[src/rtl/systolic_feeder.sv]
// Purpose : host-side sequencer for the 4x4 systolic array (load weights/inputs, capture results, drain).
// Latency : accepted load beat appears on arr_* one cycle later; result channel 0 offered the cycle after capture.
// Backpres: s_ready only in load states (host may stall freely); drain holds m_data/m_index while m_ready is low.
//
// Ports:
//   clk, reset_n               clock, asynchronous active-low reset
//   start, keep_weights        transaction request (IDLE only); keep_weights=1 skips the weight phase
//   s_valid/s_ready/s_data     host load-word stream (DATA_W bits per beat)
//   arr_data, arr_load_*       replayed load word and its one-cycle weight/input strobe
//   arr_results, arr_valid     array result bus (channel k at [k*RES_W +: RES_W]) and its valid pulse
//   m_valid/m_ready/m_data     result stream back to the host, one channel per handshake
//   m_index, m_last            channel number of m_data, high on channel N-1
//   busy, done, timeout_err    status: not idle, one-cycle completion pulse, sticky abort flag
module systolic_feeder #(
    parameter int DATA_W  = 4,
    parameter int N       = 4,
    parameter int RES_W   = 8,
    parameter int TIMEOUT = 31      // cycles allowed in WAIT; expected to be >= 8
) (
    input  logic                     clk,
    input  logic                     reset_n,
    input  logic                     start,
    input  logic                     keep_weights,
    input  logic                     s_valid,
    output logic                     s_ready,
    input  logic [DATA_W-1:0]        s_data,
    output logic [DATA_W-1:0]        arr_data,
    output logic                     arr_load_weights,
    output logic                     arr_load_inputs,
    input  logic [N*RES_W-1:0]       arr_results,
    input  logic                     arr_valid,
    output logic                     m_valid,
    input  logic                     m_ready,
    output logic [RES_W-1:0]         m_data,
    output logic [$clog2(N)-1:0]     m_index,
    output logic                     m_last,
    output logic                     busy,
    output logic                     done,
    output logic                     timeout_err
);

    localparam int IDX_W = $clog2(N);
    // One spare bit so a phase counter can never wrap back to 0 inside a phase.
    localparam int CNT_W = $clog2(N) + 1;
    localparam int TO_W  = $clog2(TIMEOUT);

    localparam logic [CNT_W-1:0] LAST_BEAT = CNT_W'(N - 1);
    localparam logic [CNT_W-1:0] LAST_IDX  = CNT_W'(N - 1);
    localparam logic [TO_W-1:0]  TO_LAST   = TO_W'(TIMEOUT - 1);

    typedef enum logic [2:0] {
        ST_IDLE   = 3'd0,
        ST_LOAD_W = 3'd1,
        ST_LOAD_X = 3'd2,
        ST_WAIT   = 3'd3,
        ST_DRAIN  = 3'd4
    } state_e;

    state_e             state_q,    state_d;
    logic [CNT_W-1:0]   beat_cnt_q, beat_cnt_d;
    logic [CNT_W-1:0]   idx_q,      idx_d;
    logic [TO_W-1:0]    wait_cnt_q, wait_cnt_d;
    logic [DATA_W-1:0]  arr_data_q, arr_data_d;
    logic               ld_w_q,     ld_w_d;
    logic               ld_x_q,     ld_x_d;
    logic               done_q,     done_d;
    logic               err_q,      err_d;
    logic [RES_W-1:0]   snap_q [N];
    logic [RES_W-1:0]   snap_d [N];

    logic               in_load;
    logic               beat_acc;

    assign in_load  = (state_q == ST_LOAD_W) || (state_q == ST_LOAD_X);
    assign beat_acc = s_valid && in_load;

    // ------------------------------------------------------------------
    // Next-state logic
    // ------------------------------------------------------------------
    always_comb begin
        state_d    = state_q;
        beat_cnt_d = beat_cnt_q;
        idx_d      = idx_q;
        wait_cnt_d = wait_cnt_q;
        arr_data_d = arr_data_q;      // word holds when no strobe fires
        ld_w_d     = 1'b0;
        ld_x_d     = 1'b0;
        done_d     = 1'b0;
        err_d      = err_q;
        snap_d     = snap_q;

        case (state_q)
            ST_IDLE: begin
                // keep_weights is captured by the choice of first load state.
                if (start) begin
                    err_d      = 1'b0;
                    beat_cnt_d = '0;
                    state_d    = keep_weights ? ST_LOAD_X : ST_LOAD_W;
                end
            end

            ST_LOAD_W, ST_LOAD_X: begin
                if (beat_acc) begin
                    arr_data_d = s_data;
                    ld_w_d     = (state_q == ST_LOAD_W);
                    ld_x_d     = (state_q == ST_LOAD_X);
                    if (beat_cnt_q == LAST_BEAT) begin
                        beat_cnt_d = '0;
                        wait_cnt_d = '0;
                        state_d    = (state_q == ST_LOAD_W) ? ST_LOAD_X : ST_WAIT;
                    end else begin
                        beat_cnt_d = beat_cnt_q + CNT_W'(1);
                    end
                end
            end

            ST_WAIT: begin
                // WAIT lasts at most TIMEOUT cycles (counter 0..TIMEOUT-1).
                // A valid pulse in the final cycle still wins over the abort.
                if (arr_valid) begin
                    for (int k = 0; k < N; k++) begin
                        snap_d[k] = arr_results[k*RES_W +: RES_W];
                    end
                    idx_d   = '0;
                    state_d = ST_DRAIN;
                end else if (wait_cnt_q == TO_LAST) begin
                    err_d   = 1'b1;
                    state_d = ST_IDLE;
                end else begin
                    wait_cnt_d = wait_cnt_q + TO_W'(1);
                end
            end

            ST_DRAIN: begin
                if (m_ready) begin
                    if (idx_q == LAST_IDX) begin
                        idx_d   = '0;
                        done_d  = 1'b1;
                        state_d = ST_IDLE;
                    end else begin
                        idx_d = idx_q + CNT_W'(1);
                    end
                end
            end

            default: begin
                state_d = ST_IDLE;
            end
        endcase
    end

    // ------------------------------------------------------------------
    // State registers
    // ------------------------------------------------------------------
    always_ff @(posedge clk or negedge reset_n) begin
        if (!reset_n) begin
            state_q    <= ST_IDLE;
            beat_cnt_q <= '0;
            idx_q      <= '0;
            wait_cnt_q <= '0;
            arr_data_q <= '0;
            ld_w_q     <= 1'b0;
            ld_x_q     <= 1'b0;
            done_q     <= 1'b0;
            err_q      <= 1'b0;
            snap_q     <= '{default: '0};
        end else begin
            state_q    <= state_d;
            beat_cnt_q <= beat_cnt_d;
            idx_q      <= idx_d;
            wait_cnt_q <= wait_cnt_d;
            arr_data_q <= arr_data_d;
            ld_w_q     <= ld_w_d;
            ld_x_q     <= ld_x_d;
            done_q     <= done_d;
            err_q      <= err_d;
            snap_q     <= snap_d;
        end
    end

    // ------------------------------------------------------------------
    // Outputs (all decoded directly from registers)
    // ------------------------------------------------------------------
    assign s_ready          = in_load;
    assign arr_data         = arr_data_q;
    assign arr_load_weights = ld_w_q;
    assign arr_load_inputs  = ld_x_q;
    assign m_valid          = (state_q == ST_DRAIN);
    // idx_q only changes on a handshake, so m_data/m_index are stable under stall.
    assign m_data           = snap_q[idx_q[IDX_W-1:0]];
    assign m_index          = idx_q[IDX_W-1:0];
    assign m_last           = (state_q == ST_DRAIN) && (idx_q == LAST_IDX);
    assign busy             = (state_q != ST_IDLE);
    assign done             = done_q;
    assign timeout_err      = err_q;

endmodule

[config.mk]
export PLATFORM = sky130hd
export DESIGN_NAME = systolic_feeder
export DESIGN_NICKNAME = d
export VERILOG_FILES = /design/src/rtl/systolic_feeder.sv
export SDC_FILE = /design/constraint.sdc
export NUM_CORES = 1
export LEC_CHECK = 0
export BUFFER_PORTS_ARGS = -buffer_cell sky130_fd_sc_hd__buf_2
export CAP_MARGIN = 25
export CORE_UTILIZATION = 25
export CTS_CLUSTER_SIZE = 25
export DETAILED_ROUTE_END_ITERATION = 10
export GPL_ROUTABILITY_DRIVEN = 0
export SYNTH_ARGS = -nofsm -noshare
export SYNTH_HDL_FRONTEND = slang
export SYNTH_SLANG_ARGS = --single-unit
[constraint.sdc]
create_clock -name clk -period 2 [get_ports clk]
set_clock_uncertainty 0.15 [all_clocks]
set_input_delay 0.4 -clock clk [delete_from_list [all_inputs] [get_ports clk]]
set_output_delay 0.4 -clock clk [all_outputs]
set_load 0.01 [all_outputs]
* Word-level counts from Yosys, hierarchy flattened
Index checks and enable logic that the tools add are counted.
Storage, ports and cells: bits in registers 54, output and inout bits 22, logic and storage cells 89
Operators by class: $add $sub $neg 3, order comparisons 1, equality and inequality tests 17, muxes and demuxes 37, bitwise logic cells 1, reductions and logical operators 17
Operators by type and width (number):
- 3-bit two-way mux | 13
- 5-bit two-way mux | 4
- 8-bit binary-select mux with 2-bit select | 1
- 8-bit two-way mux | 2
- 2-bit != test (second input constant) | 7
- 3-bit by 2-bit equality test with 1-bit output (second input constant) | 4
- 3-bit case mux with 2 select lines | 2
- 3-bit case mux with 4 select lines | 1
- 1-bit two-way mux | 11
- 5-bit case mux with 2 select lines | 1
- 2-bit nonzero test | 4
- 3-bit by 1-bit adder with 3-bit output (second input constant) | 2
- 3-bit AND reduction | 2
- 6-bit AND reduction | 1
- 5-bit by 1-bit adder with 5-bit output (second input constant) | 1
- 5-bit equality test (second input constant) | 1
- 5-bit AND reduction | 1
- 2-bit by 1-bit != test with 1-bit output (second input constant) | 2
- 2-bit AND reduction | 2
- 4-bit AND reduction | 1
- 3-bit by 1-bit equality test with 1-bit output (second input constant) | 1
- 3-bit equality test (second input constant) | 1
- 3-bit >= comparator (second input constant) | 1
- 3-bit logical NOT | 1
- other kinds (8) | 9

* Logic depth before layout (Yosys ltp)
Gate-level depths: netlist of the first run.
depth after elaboration 5, mapped depth 6, depth with buffers taken out 6

* Least setup slack after synthesis of the first run
Ideal clock, no wire load.
kind register to output, start point register idx_q[0], end point output m_data[0], arrival 1168 ps, path slack 282 ps, stages on the path, launching flop included 3, buffers on the path 1, cell sequence dfrtp_1 > buf_2 > mux4_2
Between the ends: word-level cells in the longest chain between the ends 4
Ends and longest elaborated chain:
- start, declared | RTL line 61 | logic [CNT_W-1:0] idx_q, idx_d;
- start signal, assigned | RTL line 170 | idx_q <= idx_d;
- 2-bit inverter with 3-bit output (not written as such) | RTL line 190 | assign m_data = snap_q[idx_q[IDX_W-1:0]];
- 8-bit binary-select mux with 2-bit select | RTL line 190
- 8-bit two-way mux (not written as such) (2 in a row) | RTL line 190
- end, declared | RTL line 34 | output logic [RES_W-1:0] m_data,
Every way passes these cells. The select of a mux whose other input is x is not followed.

* Final worst setup path of the first run
start point register idx_q[0], end point output m_data[2]
Same word-level chain as after synthesis.

==> results of run 1 <==
cell families after synthesis:
kind of cell / count (synthesis) / synth area share
compound gates: 21 / 0.0534
xor+xnor: 1 / 0.00346
fa+ha+maj: 4 / 0.0198
buf+inv: 15 / 0.0277
flops: 54 / 0.534
mux: 47 / 0.244
simple gates: 49 / 0.118
final cells by class:
| class | count | area, um2 |
|---|---|---|
| timing repair buffer | 79 | 522 |
| clock inverter | 3 | 43.8 |
| clock buffer | 5 | 68.8 |
| tap | 133 | 166 |
| fill | 1014 | 6470 |
| multi-input combinational | 122 | 1130 |
| sequential | 54 | 1350 |
| inverter | 5 | 18.8 |
worst max path at each step:
stage	startpoint	endpoint	slack, ns
after global routing	idx_q[0]	m_data[5]	-0.14
after detailed placement	state_q[0]	m_last	0.19
after global placement	state_q[0]	m_last	0.22
after CTS	idx_q[0]	m_data[2]	-0.1
final	idx_q[0]	m_data[2]	-0.06
after floorplan	idx_q[0]	m_data[0]	0.28
per-stage QoR:
step	worst slack, ns	util
floorplan	0.282	-
global placement	0.219	0.316
detailed placement	0.185	0.316
CTS	-0.0970	0.332
global route	-0.135	0.338
finish	-0.0594	0.338
cell usage in the layout, fill, tap and decap left out, types with 4 or more instances in the layout:
master / count
nor2_1: 5
mux4_2: 8
mux2_2: 37
inv_1: 5
buf_4: 8
buf_2: 58
nand3_1: 11
clkbuf_8: 5
a21oi_1: 4
buf_6: 9
nand2_1: 8
o21ai_0: 8
dfrtp_1: 52
registers in the layout (all words and copies together) (netlist names):
name,cells
snap_q,32
arr_load_weights,1
wait_cnt_q,5
timeout_err,1
arr_load_inputs,1
idx_q,3
done,1
beat_cnt_q,3
arr_data,4
state_q,3
cells in the mapped netlist:
cell type and instances:
or3b_2 1, inv_1 5, o31a_1 1, a22oi_2 1
a21boi_0 1, dfrtp_1 54, mux2i_1 2, a21oi_1 4
and4bb_2 2, nand2b_1 3, buf_4 2, and2b_1 1
o31ai_1 2, buf_1 1, and2_1 1, nor2_1 5
xor2_1 1, nor3_1 2, nand3b_1 3, and3_1 1
clkbuf_1 2, nor3b_1 2, buf_2 5, nor4bb_1 2
a31oi_1 1, o2bb2ai_1 1, or4_1 2, nand4_1 1
and3b_1 3, mux2_2 37, mux4_2 8, o22a_1 1
nand2_1 8, nand2_2 1, nand3_1 11, ha_1 4
o21ai_0 8, o21a_1 1
per-layer routing:
metal / track usage / share of wire / wire [um]
met1: 0.142 / 0.45 / 2380
met2: 0.184 / 0.50 / 2670
met3: 0.0183 / 0.036 / 193
met4: 0.0462 / 0.014 / 76
met5: 0 / 0 / 0
power groups by stage:
stage	Clock, mW	Sequential, mW	Combinational (mW)
after CTS	0.790	1.83	2.17
after detailed placement	0	1.88	2.05
after floorplan	0	1.81	1.41
after global placement	0	1.86	2.02
after global routing	0.841	1.90	2.54
final	0.752	1.84	2.32
critical path, cell delays in order, from the launching register on:
cell     delay [ns]
dfrtp_1        0.40
buf_12         0.15
mux4_2         0.51
buf_6          0.14
what timing repair did:
action	CTS	global route
endpoints found under the setup margin	10	11
hold buffers	1	0
endpoints found under the hold margin	54	0
setup buffers	3	0
pin swaps	0	1
resized for setup	6	11
==> out/qor.yml, run 1 <==
antenna_left: 0
reg2reg_depth: 6
postPlaceCellArea_um2: 3090
drcViolationCount: 0
hold-path-cell-count: 2
yosys.area.top_type_share: 0.534
arrival_ns: 1.51
rows: 36
fin_nets: 314
fin_crit_ns: 2.06
die_area_um2: 10500
cap_violations: 0
r2r_start: "state_q[0]"
root_buffer: "clkbuf_8"
power_density_nw_per_um2: 1480
fin_crit_sh: 1.03
synthCells: 191
dp_hpwl_um: 3810
clockBufferDepth: 2
switching_share: 0.326
combPwrFrac: 0.473
synth.net_count: 238
vias: 1755
cts_made_buffers: 5
clk_latency_ns: 0.31
max-vdd-ir-drop_v: 0.000524
hp-class: "in2reg"
crit_fanout: 7
total_power_mw: 4.91
grt_max_degree: 55
grt_pass1_vias: 1807
startpoint_type: "flip-flop"
synth_top_area_cell: "dfrtp_1"
die_w_um: 103
crit_required_ns: 1.45
violations: "negative setup slack"
final-setup-viol-count: 8
design.portCount: 65
wl_per_cell_um: 13.3
core_um2: 9770
dr.pass1.iters: 5
antennaDiodeCount: 0
synth.distinct_cells: 38
drive_above_1_share: 0.530
clock_sinks: 54
drt_iter0_drc: 88
end_kind: "primary output"
p_sw_mw: 1.60
grt.overflow.total: 0
portBuffers: 64
worstMarginPinSlew_ns: 0.368
fin_ws_ns: -0.0594
avgSynthCellArea_um2: 13.2
area_growth_pct: 30.7
wl_um: 5320
netlist_area_um2: 2530
hold_start: "start"
fin_cells: 401
clkPwrFrac: 0.153
synth_seq_area_share: 0.534
p_int_mw: 3.30
synthTopCellsByArea: "dfrtp_1, mux2_2, mux4_2"
fmax_mhz: 486
p_seq_frac: 0.374
timing.hold.ws_ns: 0.137
setup-tns-final_ns: -0.416
via_per_inst: 4.38
grtUsageTotal: 0.110
cts_tree: "built"
crit_type: "reg2out"
p_leak_nw: 1.52
antenna_found_initial: 0
outcome: "finished, violations left"
rsz0062_at_grt: "true"
drv_slew: 0
hold_viol_final: 0
r2r_slack_ns: 0.16
whs_endpoint: "timeout_err"
dp_cells: 389
die_h_um: 103
clk_pin_slew_worst_paths_ns: 0.11
start_util: 0.259
yosysWarnings: 0
ys_seq_elements: 54
grt_pass1_wl_um: 8940
relSlewSlack: 0.755
design_area_um2: 3310
timing.rr.end: "beat_cnt_q[1]"
cts_max_level: 2
(Power assumes the default switching activity.)
==> inputs of run 2 (changes only) <==
- TNS_END_PERCENT: default -> 30
==> run 2 against run 1 <==
The run still ends with negative setup slack left. Hold slack hardly changed. Non-clock buffer count unchanged. Die area stayed put. Largest cell class unchanged. Largest power group unchanged. Highest routed layer unchanged.
==> out/qor.yml, run 2 (synthesized netlist as in run 1, its figures left out) <==
layout_commonest_cell: "buf_2"
dp_hpwl_um: 3810  # unchanged
highest_layer: "met4"
design.portCount: 65  # unchanged
hold_viol_final: 0  # unchanged
portBuffers: 64  # unchanged
rows: 36  # unchanged
hold_start: "start"
die_area_um2: 10500  # unchanged
clkPwrFrac: 0.153  # about the same
cts_max_level: 2  # unchanged
cp-endpoint: "m_data[2]"
violations: "negative setup slack"
power_density_nw_per_um2: 1480  # about the same
end_kind: "primary output"
drt_iter0_drc: 89  # +1.1%
fmax_mhz: 485  # about the same
drcViolationCount: 0  # unchanged
fin_util: 0.338  # unchanged
cap_violations: 0  # unchanged
vias: 1764  # +0.51%
hp-class: "in2reg"
clk_pin_slew_worst_paths_ns: 0.11  # about the same
max-vdd-ir-drop_v: 0.000524  # about the same
fin_cells: 401  # unchanged
total_power_mw: 4.91  # about the same
largest_reg_flops: 32  # unchanged
worstMarginPinSlew_ns: 0.368  # -0.0000893 ns
wl_per_cell_um: 13.3  # about the same
crit_required_ns: 1.45  # about the same
wl_met1_um: 2370  # -0.42%
p_leak_nw: 1.52  # unchanged
startpoint_type: "flip-flop"
cts_tree: "built"
die_w_um: 103  # unchanged
drive_above_1_share: 0.530  # unchanged
dp_cells: 389  # unchanged
wl_um: 5320  # about the same
startpoint: "idx_q[0]"
timing.rr.end: "beat_cnt_q[1]"
antenna_found_initial: 0  # unchanged
clockBufferDepth: 2  # unchanged
dr.pass1.iters: 5  # unchanged
arrival_ns: 1.51  # about the same
root_buffer: "clkbuf_8"
design_area_um2: 3310  # unchanged
area_growth_pct: 30.7  # unchanged
fin_crit_sh: 1.03  # about the same
r2r_slack_ns: 0.16  # about the same
die_h_um: 103  # unchanged
p_seq_frac: 0.374  # about the same
crit_fanout: 7  # unchanged
grt_pass1_wl_um: 8940  # about the same
grt_max_degree: 55  # unchanged
cts_made_buffers: 5  # unchanged
top_register: "snap_q"
crit_type: "reg2out"
final-setup-viol-count: 8  # unchanged
relSlewSlack: 0.755  # about the same
clock_sinks: 54  # unchanged
start_util: 0.259  # unchanged
nFillCells: 1014  # unchanged
combPwrFrac: 0.473  # about the same
antenna_left: 0  # unchanged
grt.overflow.total: 0  # unchanged
r2r_start: "state_q[0]"
fin_ws_ns: -0.0597  # -0.000335 ns
fin_nets: 314  # unchanged
clk_latency_ns: 0.31  # about the same
wl_met2_um: 2680  # +0.11%
grt_pass1_vias: 1807  # unchanged
postPlaceCellArea_um2: 3090  # unchanged
grtUsageTotal: 0.110  # unchanged
via_per_inst: 4.40  # +0.51%
rsz0062_at_grt: "true"
outcome: "finished, violations left"
timing.hold.ws_ns: 0.137  # -0.0000140 ns
fin_crit_ns: 2.06  # +0.000335 ns
antennaDiodeCount: 0  # unchanged
core_um2: 9770  # unchanged
drv_slew: 0  # unchanged
p_int_mw: 3.30  # about the same
p_sw_mw: 1.60  # about the same
dr_wl_met3_um: 201  # +4.1%
switching_share: 0.327  # about the same
final_cell_mix: "buf_2, dfrtp_1, mux2_2"
reg2reg_depth: 6  # unchanged
==> run 2: power groups by stage <==
| stage | clock (mW) | combinational, mW | sequential (mW) |
|---|---|---|---|
| 5_1_grt | 0.841 | 2.54 | 1.90 |
| 3_3_place_gp | 0 | 2.02 | 1.86 |
| 4_1_cts | 0.790 | 2.17 | 1.83 |
| 6_report | 0.752 | 2.32 | 1.84 |
| 3_5_place_dp | 0 | 2.05 | 1.88 |
| 2_1_floorplan | 0 | 1.41 | 1.81 |
==> run 2: layer usage <==
layer,GRT usage,up-vias
met5,0,-
met4,0.0462,0
met3,0.0183,6
met2,0.184,45
met1,0.142,868
li1,-,845
==> run 2: cell type report <==
| class | instances | area (um2) | area share |
|---|---|---|---|
| Tap cell | 133 | 166 | 0.0503 |
| Clock buffer | 5 | 68.8 | 0.0208 |
| Clock inverter | 3 | 43.8 | 0.0132 |
| Timing Repair Buffer | 79 | 522 | 0.158 |
| Inverter | 5 | 18.8 | 0.00568 |
| Multi-Input combinational cell | 122 | 1130 | 0.343 |
| Sequential cell | 54 | 1350 | 0.409 |
==> run 2: how the worst min path moves through the flow <==
stage / end / slack [ns] / cells after the start
after floorplan: arr_data[0] / -0.05 / 0
after global placement: beat_cnt_q[0] / 0.27 / 2
after detailed placement: beat_cnt_q[0] / 0.28 / 2
after CTS: timeout_err / 0.13 / 2
after global routing: timeout_err / 0.14 / 2
final: timeout_err / 0.14 / 2
==> run 2: metrics by stage <==
| step | setup TNS [ns] | setup WS, ns |
|---|---|---|
| floorplan | 0 | 0.282 |
| global placement | 0 | 0.219 |
| detailed placement | 0 | 0.185 |
| CTS | -0.686 | -0.0970 |
| global route | -1.14 | -0.135 |
| finish | -0.418 | -0.0597 |
==> run 2: timing repair <==
item | CTS | global route
buffers inserted | 3 | 0
setup endpoints to repair | 10 | 11
pin swaps | 0 | 1
hold endpoints to repair | 54 | 0
resized for setup | 6 | 11
hold buffers | 1 | 0
==> run 2: critical path, stage by stage (launching register included) <==
cell,delay (ns)
dfrtp_1,0.40
buf_12,0.15
mux4_2,0.51
buf_6,0.14
==> inputs of run 3 (changes only) <==
- CAP_MARGIN: 25 -> 20
- clock period: 2 -> 2.1 ns (I/O delays scaled with it)
==> run 3 against run 2 <==
First-iteration DRC count down 1.1%. The flow now finishes without violations. Global-route usage down 0.49 points. Clock power down 21%. Die area unchanged. Non-clock buffer count down 3. Register-to-register slack better by 0.08 ns. Setup slack better by 0.092 ns. Routed wire length down 1.1%.
==> out/qor.yml, run 3 (synthesized netlist as in run 1, its figures left out) <==
startpoint: "idx_q[0]"
r2r_start: "state_q[2]"
r2r_slack_ns: 0.24  # +0.08 ns
switching_share: 0.330  # +0.00340
grt.overflow.total: 0  # unchanged
timing.hold.ws_ns: 0.169  # +0.0326 ns
arrival_ns: 1.50  # about the same
largest_reg_flops: 32  # unchanged
cts_made_buffers: 5  # unchanged
crit_required_ns: 1.53  # +0.08 ns
wl_per_cell_um: 13.2  # -0.38%
dp_hpwl_um: 3770  # -0.90%
die_w_um: 103  # unchanged
cap_violations: 0  # unchanged
timing.rr.end: "wait_cnt_q[3]"
p_int_mw: 3.00  # -9.1%
clkPwrFrac: 0.133  # -0.020
vias: 1762  # -0.11%
layout_commonest_cell: "buf_2"
antenna_left: 0  # unchanged
drcViolationCount: 0  # unchanged
nFillCells: 1016  # +0.20%
drive_above_1_share: 0.517  # -0.0129
cts_tree: "built"
relSlewSlack: 0.733  # -0.0215
grt_max_degree: 55  # unchanged
grt_pass1_vias: 1763  # -2.4%
rsz0062_at_grt: "true"
area_growth_pct: 28.0
drv_slew: 0  # unchanged
final-setup-viol-count: 0  # -8
antenna_found_initial: 0  # unchanged
p_seq_frac: 0.393  # +0.019
clk_pin_slew_worst_paths_ns: 0.09  # -0.02 ns
fin_crit_ns: 2.07
drt_iter0_drc: 88  # -1.1%
clock_sinks: 54  # unchanged
portBuffers: 64  # unchanged
hp-class: "in2reg"
final_cell_mix: "buf_2, dfrtp_1, mux2_2"
worstMarginPinSlew_ns: 0.400  # +0.0323 ns
core_um2: 9770  # unchanged
p_sw_mw: 1.48  # -7.7%
top_register: "snap_q"
combPwrFrac: 0.474  # about the same
reg2reg_depth: 5  # -1
max-vdd-ir-drop_v: 0.000402  # -23%
clockBufferDepth: 2  # unchanged
outcome: "finished clean"
die_area_um2: 10500  # unchanged
via_per_inst: 4.43  # +0.64%
fmax_mhz: 484
clk_latency_ns: 0.30  # about the same
rows: 36  # unchanged
dr.pass1.iters: 4  # -1
end_kind: "primary output"
power_density_nw_per_um2: 1380  # -6.7%
p_leak_nw: 1.49  # -2.0%
pre_cts_slack_ns: 0.261  # +0.0761 ns
grtUsageTotal: 0.105  # -0.00487
start_util: 0.259  # unchanged
die_h_um: 103  # unchanged
root_buffer: "clkbuf_8"
startpoint_type: "flip-flop"
cp-endpoint: "m_data[2]"
fin_ws_ns: 0.0323  # +0.0921 ns
total_power_mw: 4.48  # -8.6%
fin_nets: 311  # -0.96%
antennaDiodeCount: 0  # unchanged
wl_um: 5260  # -1.1%
fin_crit_sh: 0.985
crit_type: "reg2out"
crit_fanout: 7  # unchanged
cts_max_level: 2  # unchanged
hold_viol_final: 0  # unchanged
design.portCount: 65  # unchanged
grt_pass1_wl_um: 8430  # -5.6%
[run 3: critical path, cell delays in order, from the launching register on]
cell and delay [ns]:
dfrtp_1 0.38, buf_8 0.16, mux4_2 0.52, buf_6 0.14
[run 3: power by group through the flow]
stage	registers, mW	logic (mW)	clock network [mW]
2_1_floorplan	1.72	1.34	0
3_3_place_gp	1.76	1.90	0
3_5_place_dp	1.79	1.94	0
4_1_cts	1.76	2.09	0.629
5_1_grt	1.83	2.35	0.663
6_report	1.76	2.12	0.595
[run 3: through the flow]
stage	util	TNS, ns	instance area, um2	std cells
finish	0.331	0	3240	398
CTS	0.328	-0.0626	3210	398
detailed placement	0.314	0	3070	388
floorplan	-	0	2530	191
global placement	0.314	0	3070	388
global route	0.331	-0.403	3240	398
[run 3: metal layers]
metal	track usage	wire (um)
met1	0.133	2400
met2	0.174	2610
met3	0.0231	178
met4	0.0429	73
met5	0	0
[run 3: how the worst min path moves through the flow]
stage               startpoint          end  slack, ns  cells after the start
floorplan              reset_n  arr_data[0]      -0.03                      0
global placement       reset_n  arr_data[3]       0.29                      2
detailed placement     reset_n  arr_data[3]       0.30                      2
CTS                      start  timeout_err       0.16                      2
global route             start  timeout_err       0.17                      2
finish                   start  timeout_err       0.17                      2
[run 3: timing repair]
item | in CTS | in global routing
gates resized for setup | 9 | 5
setup endpoints to repair | 9 | 10
gates cloned | 0 | 0
setup buffers | 1 | 0
hold buffers | 1 | 0
hold endpoints to repair | 54 | 0
[run 3: layout make-up]
| cell class | count | area, um2 | share of cell area |
|---|---|---|---|
| sequential | 54 | 1350 | 0.418 |
| multi-input combinational | 122 | 1130 | 0.348 |
| timing repair buffer | 76 | 483 | 0.149 |
| tap | 133 | 166 | 0.0514 |
| clock buffer | 7 | 86.3 | 0.0267 |
| inverter | 5 | 18.8 | 0.00580 |
| clock inverter | 1 | 5.00 | 0.00155 |
